[config.mk]
export PLATFORM = sky130hd
export DESIGN_NAME = frame_dump_ctrl_flat
export DESIGN_NICKNAME = d
export VERILOG_FILES = /design/src/rtl/frame_dump_ctrl_pkg.sv /design/src/rtl/frame_dump_ctrl_if.sv /design/src/rtl/frame_dump_ctrl_uart_holdoff.sv /design/src/rtl/frame_dump_ctrl.sv /design/src/flat_wrapper.sv
export SDC_FILE = /design/constraint.sdc
export NUM_CORES = 1
export LEC_CHECK = 0
export ABC_AREA = 1
export BUFFER_PORTS_ARGS = -buffer_cell sky130_fd_sc_hd__buf_2
export CORE_MARGIN = 1.5
export CORE_UTILIZATION = 57
export DETAILED_ROUTE_END_ITERATION = 16
export PLACE_DENSITY = 0.79
export SYNTH_ARGS = -nofsm -noshare
export SYNTH_HDL_FRONTEND = slang
export SYNTH_HIERARCHICAL = 1
export SYNTH_SLANG_ARGS = --single-unit
[constraint.sdc]
create_clock -name sys_clk_i -period 2.65 [get_ports sys_clk_i]
set_input_delay 0.1325 -clock sys_clk_i [delete_from_list [all_inputs] [get_ports sys_clk_i]]
set_output_delay 0.1325 -clock sys_clk_i [all_outputs]
set_load 0.01 [all_outputs]
[src/rtl/frame_dump_ctrl_pkg.sv]
// Shared encodings and constants for the frame buffer UART dump sequencer.
package frame_dump_ctrl_pkg;

  localparam logic [2:0] ST_IDLE  = 3'd0;
  localparam logic [2:0] ST_ARM   = 3'd1;
  localparam logic [2:0] ST_FETCH = 3'd2;
  localparam logic [2:0] ST_LATCH = 3'd3;
  localparam logic [2:0] ST_SEND  = 3'd4;
  localparam logic [2:0] ST_NEXT  = 3'd5;
  localparam logic [2:0] ST_DONE  = 3'd6;
  localparam logic [2:0] ST_HDR   = 3'd7;

  typedef enum logic [2:0] {
    IDLE  = ST_IDLE,
    ARM   = ST_ARM,
    FETCH = ST_FETCH,
    LATCH = ST_LATCH,
    SEND  = ST_SEND,
    NEXT  = ST_NEXT,
    DONE  = ST_DONE,
    HDR   = ST_HDR
  } state_t;

  localparam logic [7:0] HDR_BYTE0      = 8'hA5;
  localparam logic [7:0] HDR_BYTE1      = 8'h5A;
  localparam int         BYTES_PER_WORD = 4;

endpackage

[src/rtl/frame_dump_ctrl_if.sv]
// Buffer read port plus UART byte write port, seen from the dump sequencer.
interface frame_dump_ctrl_if #(
  parameter int XW = 6,
  parameter int YW = 5
);
  logic [XW-1:0] rd_x_o;
  logic [YW-1:0] rd_y_o;
  logic [31:0]   rd_data_i;
  logic          uart_busy_i;
  logic          uart_wr_o;
  logic [7:0]    uart_dat_o;

  modport master (
    output rd_x_o, rd_y_o, uart_wr_o, uart_dat_o,
    input  rd_data_i, uart_busy_i
  );

  modport slave (
    input  rd_x_o, rd_y_o, uart_wr_o, uart_dat_o,
    output rd_data_i, uart_busy_i
  );
endinterface

[src/rtl/frame_dump_ctrl_uart_holdoff.sv]
// Saturating idle-gap counter: ready once the UART has been quiet for 2**HOLDOFF_W-1 cycles.
module uart_holdoff #(
  parameter int HOLDOFF_W = 13
) (
  input  logic clk,
  input  logic rst_n,
  input  logic clear,
  input  logic busy,
  output logic ready
);
  logic [HOLDOFF_W-1:0] cnt;

  always_ff @(posedge clk or negedge rst_n) begin
    if (!rst_n)              cnt <= '0;
    else if (clear || busy)  cnt <= '0;
    else if (!(&cnt))        cnt <= cnt + HOLDOFF_W'(1);
  end

  assign ready = &cnt;
endmodule

[src/rtl/frame_dump_ctrl.sv]
// Frame buffer -> UART dump sequencer. Optional 3-byte header per dump with FRAME_DUMP_HEADER_EN.
module frame_dump_ctrl
  import frame_dump_ctrl_pkg::*;
#(
  parameter int WIDTH        = 40,
  parameter int HEIGHT       = 30,
  parameter int XW           = 6,
  parameter int YW           = 5,
  parameter int HOLDOFF_W    = 13,
  parameter int AUTO_RESTART = 1
) (
  input  logic              sys_clk_i,
  input  logic              sys_rst_n_i,
  input  logic              start_i,
  input  logic              frame_sync_i,
  frame_dump_ctrl_if.master bus,
  output logic              busy_o,
  output logic              done_o
);
  localparam logic [XW-1:0] X_LAST = XW'(WIDTH - 1);
  localparam logic [YW-1:0] Y_LAST = YW'(HEIGHT - 1);
  localparam logic [1:0]    Z_LAST = 2'(BYTES_PER_WORD - 1);

  state_t        state;
  logic [XW-1:0] x;
  logic [YW-1:0] y;
  logic [1:0]    z;
  logic [31:0]   word_q;
  logic [7:0]    frame_cnt;
  logic [7:0]    tx_byte;
  logic          ho_ready;
  logic          fire;

  // Clearing on the decision cycle gives exactly 2**HOLDOFF_W cycles between strobes.
  uart_holdoff #(.HOLDOFF_W(HOLDOFF_W)) u_holdoff (
    .clk   (sys_clk_i),
    .rst_n (sys_rst_n_i),
    .clear (fire),
    .busy  (bus.uart_busy_i),
    .ready (ho_ready)
  );

  assign fire = ho_ready && !bus.uart_busy_i && !bus.uart_wr_o &&
                ((state == SEND) || (state == HDR));

  assign bus.rd_x_o = x;
  assign bus.rd_y_o = y;

  always_comb begin
    tx_byte = 8'h00;
    case (z)
      2'd0:    tx_byte = word_q[31:24];
      2'd1:    tx_byte = word_q[23:16];
      2'd2:    tx_byte = word_q[15:8];
      default: tx_byte = word_q[7:0];
    endcase
`ifdef FRAME_DUMP_HEADER_EN
    if (state == HDR) begin
      case (z)
        2'd0:    tx_byte = HDR_BYTE0;
        2'd1:    tx_byte = HDR_BYTE1;
        default: tx_byte = frame_cnt;
      endcase
    end
`endif
  end

`ifndef FRAME_DUMP_HEADER_EN
  logic unused_frame_cnt;
  assign unused_frame_cnt = ^frame_cnt;
`endif

  always_ff @(posedge sys_clk_i or negedge sys_rst_n_i) begin
    if (!sys_rst_n_i) begin
      state          <= IDLE;
      x              <= '0;
      y              <= '0;
      z              <= '0;
      word_q         <= '0;
      frame_cnt      <= '0;
      busy_o         <= 1'b0;
      done_o         <= 1'b0;
      bus.uart_wr_o  <= 1'b0;
      bus.uart_dat_o <= '0;
    end else begin
      bus.uart_wr_o <= 1'b0;
      done_o        <= 1'b0;
      if (fire) begin
        bus.uart_wr_o  <= 1'b1;
        bus.uart_dat_o <= tx_byte;
      end
      unique case (state)
        IDLE: if (start_i) begin
          state  <= ARM;
          busy_o <= 1'b1;
        end
        ARM: if (frame_sync_i) begin
          z <= '0;
`ifdef FRAME_DUMP_HEADER_EN
          state <= HDR;
`else
          state <= FETCH;
`endif
        end
`ifdef FRAME_DUMP_HEADER_EN
        HDR: if (fire) begin
          if (z == 2'd2) begin
            z     <= '0;
            state <= FETCH;
          end else begin
            z <= z + 2'd1;
          end
        end
`endif
        FETCH: state <= LATCH;
        LATCH: begin
          word_q <= bus.rd_data_i;
          z      <= '0;
          state  <= SEND;
        end
        SEND: if (fire) begin
          if (z == Z_LAST) state <= NEXT;
          else             z     <= z + 2'd1;
        end
        NEXT: begin
          if (x == X_LAST) begin
            if (y == Y_LAST) begin
              state <= DONE;
            end else begin
              x     <= '0;
              y     <= y + YW'(1);
              state <= FETCH;
            end
          end else begin
            x     <= x + XW'(1);
            state <= FETCH;
          end
        end
        DONE: begin
          done_o    <= 1'b1;
          frame_cnt <= frame_cnt + 8'd1;
          x         <= '0;
          y         <= '0;
          if (AUTO_RESTART != 0) begin
            state <= ARM;
          end else begin
            state  <= IDLE;
            busy_o <= 1'b0;
          end
        end
        default: state <= IDLE;
      endcase
    end
  end
endmodule

[src/flat_wrapper.sv]
// flat-port wrapper written by rule: the top's interface ports become plain ports
module frame_dump_ctrl_flat import frame_dump_ctrl_pkg::*;
#(
  parameter int WIDTH        = 40,
  parameter int HEIGHT       = 30,
  parameter int XW           = 6,
  parameter int YW           = 5,
  parameter int HOLDOFF_W    = 13,
  parameter int AUTO_RESTART = 1
)
  (sys_clk_i, sys_rst_n_i, start_i, frame_sync_i, busy_o, done_o, bus_rd_x_o, bus_rd_y_o, bus_uart_wr_o, bus_uart_dat_o, bus_rd_data_i, bus_uart_busy_i);
  frame_dump_ctrl_if #(.XW(XW), .YW(YW)) bus_i ();
  input  logic sys_clk_i;
  input  logic sys_rst_n_i;
  input  logic start_i;
  input  logic frame_sync_i;
  output logic busy_o;
  output logic done_o;
  output wire logic [$bits(bus_i.rd_x_o)-1:0] bus_rd_x_o;
  output wire logic [$bits(bus_i.rd_y_o)-1:0] bus_rd_y_o;
  output wire logic [$bits(bus_i.uart_wr_o)-1:0] bus_uart_wr_o;
  output wire logic [$bits(bus_i.uart_dat_o)-1:0] bus_uart_dat_o;
  input wire logic [$bits(bus_i.rd_data_i)-1:0] bus_rd_data_i;
  input wire logic [$bits(bus_i.uart_busy_i)-1:0] bus_uart_busy_i;
  assign bus_rd_x_o = bus_i.rd_x_o;
  assign bus_rd_y_o = bus_i.rd_y_o;
  assign bus_uart_wr_o = bus_i.uart_wr_o;
  assign bus_uart_dat_o = bus_i.uart_dat_o;
  assign bus_i.rd_data_i = bus_rd_data_i;
  assign bus_i.uart_busy_i = bus_uart_busy_i;
  frame_dump_ctrl #(.WIDTH(WIDTH), .HEIGHT(HEIGHT), .XW(XW), .YW(YW), .HOLDOFF_W(HOLDOFF_W), .AUTO_RESTART(AUTO_RESTART)) u_core (.sys_clk_i(sys_clk_i), .sys_rst_n_i(sys_rst_n_i), .start_i(start_i), .frame_sync_i(frame_sync_i), .bus(bus_i), .busy_o(busy_o), .done_o(done_o));
endmodule
# Word level (Yosys, flattened, before mapping)
# Cells that the tools add are included.
op_classes:
  add_sub_neg: 4
  eq_ne: 21
  muxes: 22
  reduce_logical: 17
ops:
  columns: ["cell", "n"]
  rows:
  - ["$mux W13", 2]
  - ["$pmux W8 S3", 1]
  - ["$pmux W3 S7", 1]
  - ["$mux W3", 6]
  - ["$ne A2 B2 Y1 const B", 7]
  - ["$add A13 B1 Y13 const B", 1]
  - ["$reduce_and A13 Y1", 1]
  - ["$eq A3 B3 Y1 const B", 4]
  - ["$mux W6", 2]
  - ["$pmux W6 S2", 1]
  - ["$mux W5", 2]
  - ["$pmux W5 S2", 1]
  - ["$reduce_and A4 Y1", 2]
  - ["$add A6 B1 Y6 const B", 1]
  - ["$eq A3 B2 Y1 const B", 2]
  - ["$eq A6 B6 Y1 const B", 1]
  - ["$mux W2", 3]
  - ["$pmux W2 S3", 1]
  - ["$add A5 B1 Y5 const B", 1]
  - ["$eq A5 B5 Y1 const B", 1]
  - ["$eq A2 B2 Y1 const B", 2]
  - ["$reduce_and A2 Y1", 2]
  - ["$eq A3 B1 Y1 const B", 1]
  - ["$logic_and A1 B1 Y1", 3]
  - ["other kinds (12)", 15]
word_totals:
  register_bits: 72
  out_inout_bits: 22
  word_cells: 74

# Longest topological paths before layout
# Gate-level depths: netlist of run 1.
logic_depth:
  ltp_word: 6
  ltp_mapped: 15

# Modules after synthesis
# The synthesis of run 1 kept the hierarchy.
modules_own_cells:
  columns: ["mod", "instances", "cells_per_inst", "area_each_um2"]
  rows:
  - ["frame_dump_ctrl", 1, 286, 2977.9]
  - ["uart_holdoff", 1, 97, 768.2]

# Worst setup path after synthesis of run 1
# OpenSTA, ideal clock, no wires.
synth_path:
  path_kind: "flip-flop to flip-flop"
  start: "reg u_core.u_holdoff.cnt[0]"
  end: "reg u_core.u_holdoff.cnt[0]"
  arrival_time_ps: 2000
  required_time_ps: 2532
  slack_ps: 532
  path_stages_with_launch: 16
  period_less_slack_ps: 2118
  path_cell_list: "dfrtp_1 -> ha_1 -> nand2_1 -> nor2_1 -> nand2_4 -> clkinv_4 -> nand2_1 -> nor2_1 -> inv_1 -> nor2_1 -> nand2_1 -> a21oi_4 -> nor2_2 -> buf_2 -> nand4_1 -> nand2_1"
synth_between:
  elab_chain_cells: 6
synth_rtl:
  columns: ["element", "line_no", "text"]
  rows:
  - ["start: declaration", "frame_dump_ctrl_uart_holdoff.sv:11", "logic [HOLDOFF_W-1:0] cnt;"]
  - ["start signal: assignment", "frame_dump_ctrl_uart_holdoff.sv:16", "else if (!(&cnt)) cnt <= cnt + HOLDOFF_W'(1);"]
  - ["$reduce_and A13 Y1 *", "frame_dump_ctrl_uart_holdoff.sv:19", "assign ready = &cnt;"]
  - ["named net u_core.ho_ready", "frame_dump_ctrl.sv:31", "logic ho_ready;"]
  - ["$logic_and A1 B1 Y1 * (3 in series)", "frame_dump_ctrl.sv:43", "assign fire = ho_ready && !bus.uart_busy_i && !bus.uart_wr_o &&"]
  - ["named net u_core.fire", "frame_dump_ctrl.sv:32", "logic fire;"]
  - ["$logic_or A1 B1 Y1 *", "frame_dump_ctrl_uart_holdoff.sv:15", "else if (clear || busy) cnt <= '0;"]
  - ["$ne A2 B2 Y1 (no line) / $mux W13 (equally long branches)", null, null]
# The timed path passes the listed nets; every way through them passes the cells marked *. The select of a mux whose other input is x is not followed.
# A chain may end at the register's enable or synchronous reset.

# Worst setup path in the final report of run 1
layout_path:
  start: "reg u_core.u_holdoff.cnt[0]"
  end: "reg u_core.u_holdoff.cnt[3]"
# The elaborated chain is that of the path after synthesis.

==> impl_results.md, run 1 <==
* Clock power share at 0.219
* Number of port buffers at 58
* Root buffer cell: clkbuf_8
* GRT Util Overall at 0.2317
* Via count at 2890
* VDD IR max at 0.5353 mV
* Mean Syn Cell Area at 9.781 sq um
* Routability Congestion at 0.8841
* CTS tree: yes
* Post-CTS Setup Inserts at 0
* Drc violations at 0
* Worst Hold Launch: bus_rd_data_i[14]
* Distinct cell type count after synthesis at 36
* Critical Path Source Type: flop
* Unrepaired setup endpoints after global routing: false
* Internal power at 2441 uW
* P_leak at 0.002349 uW
* Clk slew on worst S/H paths at 90 ps
* Met1 usage at 0.3262
* First-pass DRT Iterations at 4
* Crit end category: flop
* Post-Layout Cell Count at 540
* Arrival @ worst endpoint at 2630 ps
* Main synth FF type: dfrtp_1
* Setup TNS at 0 ps
* Seq/Total Area, Yosys at 0.4810
* Chip width at 84.07 um
* Initial antenna violation count at 0
* Status: complete, no violations
* Clock skew at 9.797 ps
* Area grow syn2layout at 17.77%
* Sw Share at 0.3453
* Htree depth at 3
* Pre-CTS setup slack at 328.5 ps
* Final core utilization at 0.6948
* Chip height at 84.07 um
* Hold Crit Class: in2reg
* Maximum Capacitance Violations at 0
* Largest net degree at the start of global routing at 73
* IO Pins at 59
* Max Slew Vio Count at 0
* Final ANT Viol Nets at 0
* Mapped cell area at 3746 sq um
* Initial core utilization at 0.5900
* PwrDens at 845.2 nW/um^2
* Clock sinks at 72
* Gr busiest metal: met2
* Final hold violations at 0
* Fmax at 425.1 MHz
* CTS Buf Count at 9
* Worst slew pin tran at 622.2 ps
* Final HPWL DP at 5299 um
* Vias in the first global route at 2743
* Slew HR at 0.5848
* M3 GR Usage at 0.03561
* 1st-iter DRT viols at 108
* Sw Pwr at 1287 uW
* Hold WS at 9.093 ps
* CP Data Required Time at 2930 ps
* Synth Register Bits at 72
* GR Util met2 at 0.3607
* Clk Latency, worst-skew pair at 350 ps
* Flop pwr share at 0.453
* Synth warn at 6
* FFs w/ async S/R, synth at 1.000
* Setup WS post-layout at 297.8 ps
* Crit. Startpoint: u_core/u_holdoff/cnt[0]
* WL final at 7584 um
* Core Region at 6350 sq um
* Share of cells above drive strength 1 at 0.2851
* Mapped Nets at 429
* Worst Path Max Fanout at 14
* Synth Instances at 383
* Post-synth EDFFs at 0
* Clock tree buffer depth at 2
* Setup violators final at 0
* Comb power frac at 0.328
* First-pass GRT wire length at 12870 um
* Gr ovfl total at 0
* Placed cells at 510
* Final Net Count at 504
* Ant diodes at 0
* Die footprint at 7068 sq um
* Post-route clock period utilization at 0.8876
* Crit Path Category: reg2reg
* Minimum clock period after layout at 2352 ps
* RR Startpoint: u_core/u_holdoff/cnt[0]
* Num rows at 29
* Wire per inst at 14.04 um
* DR vias/cell at 5.352
final cells by class:
class	instances	area [sq um]
sequential	72	1802
fill	463	1938
tap	77	96.34
timing repair buffer	75	465.4
inverter	28	112.6
clock buffer	9	123.9
multi-input combinational	272	1750
clock inverter	7	61.31
state kept, by name, indices dropped and copies added (netlist names):
register / count
u_core/done_o: 1
u_core/state: 3
u_core/bus.uart_dat_o: 8
u_core/z: 2
u_core/bus.rd_x_o: 6
u_core/bus.rd_y_o: 5
u_core/u_holdoff/cnt: 13
u_core/busy_o: 1
u_core/bus.uart_wr_o: 1
u_core/word_q: 32
power groups by stage:
stage | clock network, uW | logic [uW] | registers [uW]
floorplan | 0 | 1040 | 1600
global placement | 0 | 1160 | 1680
detailed placement | 0 | 1200 | 1700
CTS | 839 | 1220 | 1680
global route | 888 | 1340 | 1730
finish | 818 | 1220 | 1690
per-layer routing:
metal | part of all wire | routed length, um
met1 | 0.46 | 3507
met3 | 0.039 | 296
met4 | 0.019 | 141
met2 | 0.48 | 3638
met5 | 0 | 0
metrics by stage:
step / power [uW] / area [sq um]
after global routing: 3960 / 4412
final: 3729 / 4412
after CTS: 3737 / 4382
after global placement: 2842 / 4086
after floorplan: 2639 / 3746
after detailed placement: 2897 / 4086
synthesized netlist by cell type, types with 2 or more instances:
library cell / instances / share of area
dfrtp_1: 72 / 0.48
o211ai_1: 9 / 0.018
buf_2: 2 / 0.0027
nand2_4: 2 / 0.0060
o21ai_2: 4 / 0.0094
nand2_2: 3 / 0.0050
nor2_1: 30 / 0.030
clkbuf_1: 4 / 0.0040
a21oi_1: 10 / 0.013
ha_1: 9 / 0.030
nand3_4: 2 / 0.0094
inv_1: 23 / 0.023
o21bai_1: 2 / 0.0040
inv_2: 3 / 0.0030
nor2_2: 2 / 0.0033
mux2_2: 3 / 0.0090
nand2_1: 94 / 0.094
buf_6: 5 / 0.015
mux2_4: 29 / 0.12
nand4_1: 6 / 0.010
nand3_1: 47 / 0.063
xor2_1: 4 / 0.0094
o21ai_0: 5 / 0.0067
kinds of logic (layout without fill, tap and decap cells):
group,after synthesis,count (layout),share of synthesized area
xor gates and xnor gates,5,5,0.01169
DFF,72,72,0.4810
AOI/OAI and AO/OA,34,34,0.06145
buffers and inverters,39,119,0.05177
adders and majority gates,9,9,0.03006
muxes,32,32,0.1253
and+or+nand+nor,192,192,0.2388
cell usage in the layout, fill, tap and decap left out, drive strengths merged, types with 2 or more instances in the layout:
cell and n:
a21oi 11, buf 61, clkbuf 9, clkinvlp 2, dfrtp 72, dlygate4sd3 14, ha 9, inv 32
mux2 32, nand2 99, nand3 49, nand4 6, nor2 34, nor3 2, o211ai 9, o21ai 10
o21bai 2, xor2 4
worst max-delay path: stages (launching register included):
cell	delay, ps
dfrtp_1	460
ha_1	260
nand2_1	120
nor2_1	80
nand2_4	80
clkinv_4	70
nand2_1	80
nor2_1	40
inv_1	50
nor2_1	40
nand2_1	120
a21oi_4	50
nor2_2	480
inv_1	190
o21ai_2	170
path summary, 6_finish.rpt:
kind                            cells past startpoint                  endpoint  slack [ps]
max in group asynchronous                           3  u_core/u_holdoff/cnt[10]        2010
min in group asynchronous                           3   u_core/u_holdoff/cnt[5]         350
worst min-delay path                                2         u_core/word_q[14]           9
worst max register to register                     14   u_core/u_holdoff/cnt[3]         300
worst max-delay path                               14   u_core/u_holdoff/cnt[3]         300
worst min register to register                      1             u_core/busy_o         470
timing repair:
action | CTS | global route
hold endpoints to repair | 82 | 3
hold buffers | 11 | 3
resized for setup | 0 | 0
Note: power is estimated with default switching activity, not from simulation.
==> inputs of run 2 (changes only) <==
--- a/config.mk
+++ b/config.mk
@@ -10,7 +10,7 @@
 export CORE_MARGIN = 1.5
 export CORE_UTILIZATION = 57
 export DETAILED_ROUTE_END_ITERATION = 16
-export PLACE_DENSITY = 0.79
+export PLACE_DENSITY = 0.86
 export SYNTH_ARGS = -nofsm -noshare
 export SYNTH_HDL_FRONTEND = slang
 export SYNTH_HIERARCHICAL = 1
==> run 2 against run 1 <==
Setup slack improved by 31 ps. Hold slack improved by 5.4 ps. Clock skew fell by 2.4 ps. Die area did not move. Fmax rose by 1.4%. Count of clock-buffer cells in the layout did not move. First-iteration DRC count rose by 73%. Total power rose by 1.2%. Sequential share of layout area barely moved. Non-clock buffer count fell by 1. Design area barely moved.
==> impl_results.md, run 2 (same netlist as run 1, synthesis figures left out) <==
* Status: complete, no violations
* Num rows at 29 (unchanged)
* Slew HR at 0.6149 (+0.03012)
* Worst Hold Launch: bus_rd_data_i[2]
* Number of port buffers at 58 (unchanged)
* Gr busiest metal: met2
* WL final at 7976 um (+5.2%)
* CTS Hold Buffers Added at 11 (unchanged)
* Chip width at 84.07 um (unchanged)
* Arrival @ worst endpoint at 2600 ps (-30 ps)
* PwrDens at 855.4 nW/um^2 (+1.2%)
* Drc violations at 0 (unchanged)
* Biggest regs: u_core/word_q (32), u_core/u_holdoff/cnt (13), u_core/bus.uart_dat_o (8)
* Top reg by flops: u_core/word_q
* P_leak at 0.002352 uW (+0.11%)
* DR vias/cell at 5.364 (+0.22%)
* Largest register FFs at 32 (unchanged)
* Most frequent cells in the layout: nand2_1 (94), dfrtp_1 (72), buf_2 (58), nand3_1 (47), nor2_1 (30)
* Unrepaired setup endpoints after global routing: false
* Met1 usage at 0.3209 (-0.005267)
* Core Region at 6350 sq um (unchanged)
* Wire per inst at 14.80 um (+5.4%)
* GR Util met2 at 0.3869 (+0.02618)
* Routability Congestion at 0.8744 (-1.1%)
* First-pass DRT Iterations at 4 (unchanged)
* CTS tree: yes
* Area grow syn2layout at 17.74% (about the same)
* R2R Path End: u_core/u_holdoff/cnt[5]
* Crit end category: flop
* Clock tree buffer depth at 2 (unchanged)
* Root buffer cell: clkbuf_8
* Share of cells above drive strength 1 at 0.2879 (+0.002782)
* Placed cells at 511 (+0.20%)
* Maximum Capacitance Violations at 0 (unchanged)
* 1st-iter DRT viols at 187 (+73%)
* Post-CTS Setup Inserts at 0 (unchanged)
* Post_cts resized at 0 (unchanged)
* Final hold violations at 0 (unchanged)
* Worst R2R Path Depth at 14 (unchanged)
* Setup TNS at 0 ps (unchanged)
* Max Slew Vio Count at 0 (unchanged)
* Worst reg-to-reg setup slack at 330 ps (+30 ps)
* Clk slew on worst S/H paths at 80 ps (about the same)
* Worst Path Max Fanout at 12 (-2)
* Final Net Count at 503 (-0.20%)
* VDD IR max at 0.6074 mV (+13%)
* Clock skew at 7.353 ps (-2.444 ps)
* Critical Path Source Type: flop
* GRT Util Overall at 0.2428 (+0.01111)
* Initial core utilization at 0.5900 (unchanged)
* Post-Layout Cell Count at 539 (-0.19%)
* Vias in the first global route at 2851 (+3.9%)
* Die footprint at 7068 sq um (unchanged)
* Hold Crit Class: in2reg
* CP Data Required Time at 2930 ps (about the same)
* Final ANT Viol Nets at 0 (unchanged)
* First-pass GRT wire length at 13460 um (+4.6%)
* Worst slew pin tran at 577.6 ps (-44.51 ps)
* RR Startpoint: u_core/u_holdoff/cnt[0]
* Clock sinks at 72 (unchanged)
* Final HPWL DP at 5341 um (+0.80%)
* Clk Latency, worst-skew pair at 350 ps (about the same)
* Minimum clock period after layout at 2321 ps (-31.37 ps)
* Crit. Startpoint: u_core/u_holdoff/cnt[0]
* Gr ovfl total at 0 (unchanged)
* M3 GR Usage at 0.04946 (+0.01385)
* Crit Path Category: reg2reg
* IO Pins at 59 (unchanged)
* Largest net degree at the start of global routing at 73 (unchanged)
* Ant diodes at 0 (unchanged)
* Chip height at 84.07 um (unchanged)
* Setup crit end: u_core/u_holdoff/cnt[5]
* Leading cell type in the layout, fill and taps excluded: nand2_1
* Via count at 2891 (+0.035%)
* Fmax at 430.9 MHz (+1.4%)
* Initial antenna violation count at 0 (unchanged)
* Setup violators final at 0 (unchanged)
* Post-route clock period utilization at 0.8758 (-0.01184)
* CTS Buf Count at 9 (unchanged)
* Htree depth at 3 (unchanged)
## run 2: cell types whose count changed in the layout (fill, tap and decap cells not counted), sizes merged
cell         change
bufinv           +1
buf              +1
clkinv           +4
dlygate4sd3      -2
inv              -5
## run 2: cell type report
type	instances	area, sq um
timing repair buffer	74	452.9
fill	487	1939
multi-input combinational	272	1750
clock buffer	9	123.9
inverter	28	112.6
tap	77	96.34
sequential	72	1802
clock inverter	7	72.57
## run 2: layer usage
layer	wire length, um	up-vias
li1	-	1420
met1	3483	1369
met2	3955	84
met3	368	18
met4	168	0
met5	0	-
## run 2: how the worst min path moves through the flow
stage | cells after the start | slack [ps] | endpoint
finish | 2 | 10 | u_core/word_q[2]
global route | 2 | 3 | u_core/word_q[7]
CTS | 2 | 0.3 | u_core/word_q[6]
detailed placement | 2 | 190 | u_core/u_holdoff/cnt[9]
global placement | 2 | 190 | u_core/u_holdoff/cnt[9]
floorplan | 0 | -160 | u_core/bus.rd_x_o[0]
## run 2: report_power, final
part | internal, uW | switching, uW | total (uW)
Combinational | 669 | 552 | 1220
Sequential | 1410 | 278 | 1690
Clock | 434 | 427 | 861
Total | 2520 | 1260 | 3770
## run 2: worst max-delay path: stages (launching register included)
cell      delay, ps
dfrtp_1         460
ha_1            260
nand2_1         120
nor2_1           90
nand2_4          90
clkinv_4         70
nand2_1          80
nor2_1           40
inv_1            50
nor2_1           30
nand2_1         110
a21oi_4          50
nor2_2          420
nand3_4         230
nand2_1         150
## run 2: stage by stage
stage                       util  worst slack [ps]  total power, uW  hold WS (ps)  area, sq um
final                     0.6946             329.2             3773         14.49         4410
after global routing      0.6946             175.9             4005         2.807         4410
after detailed placement  0.6447             407.5             2893         188.9         4094
after CTS                 0.6930             339.0             3779        0.3139         4400
after global placement    0.6447             509.6             2840         186.3         4094
after floorplan                -             531.7             2639        -163.1         3746
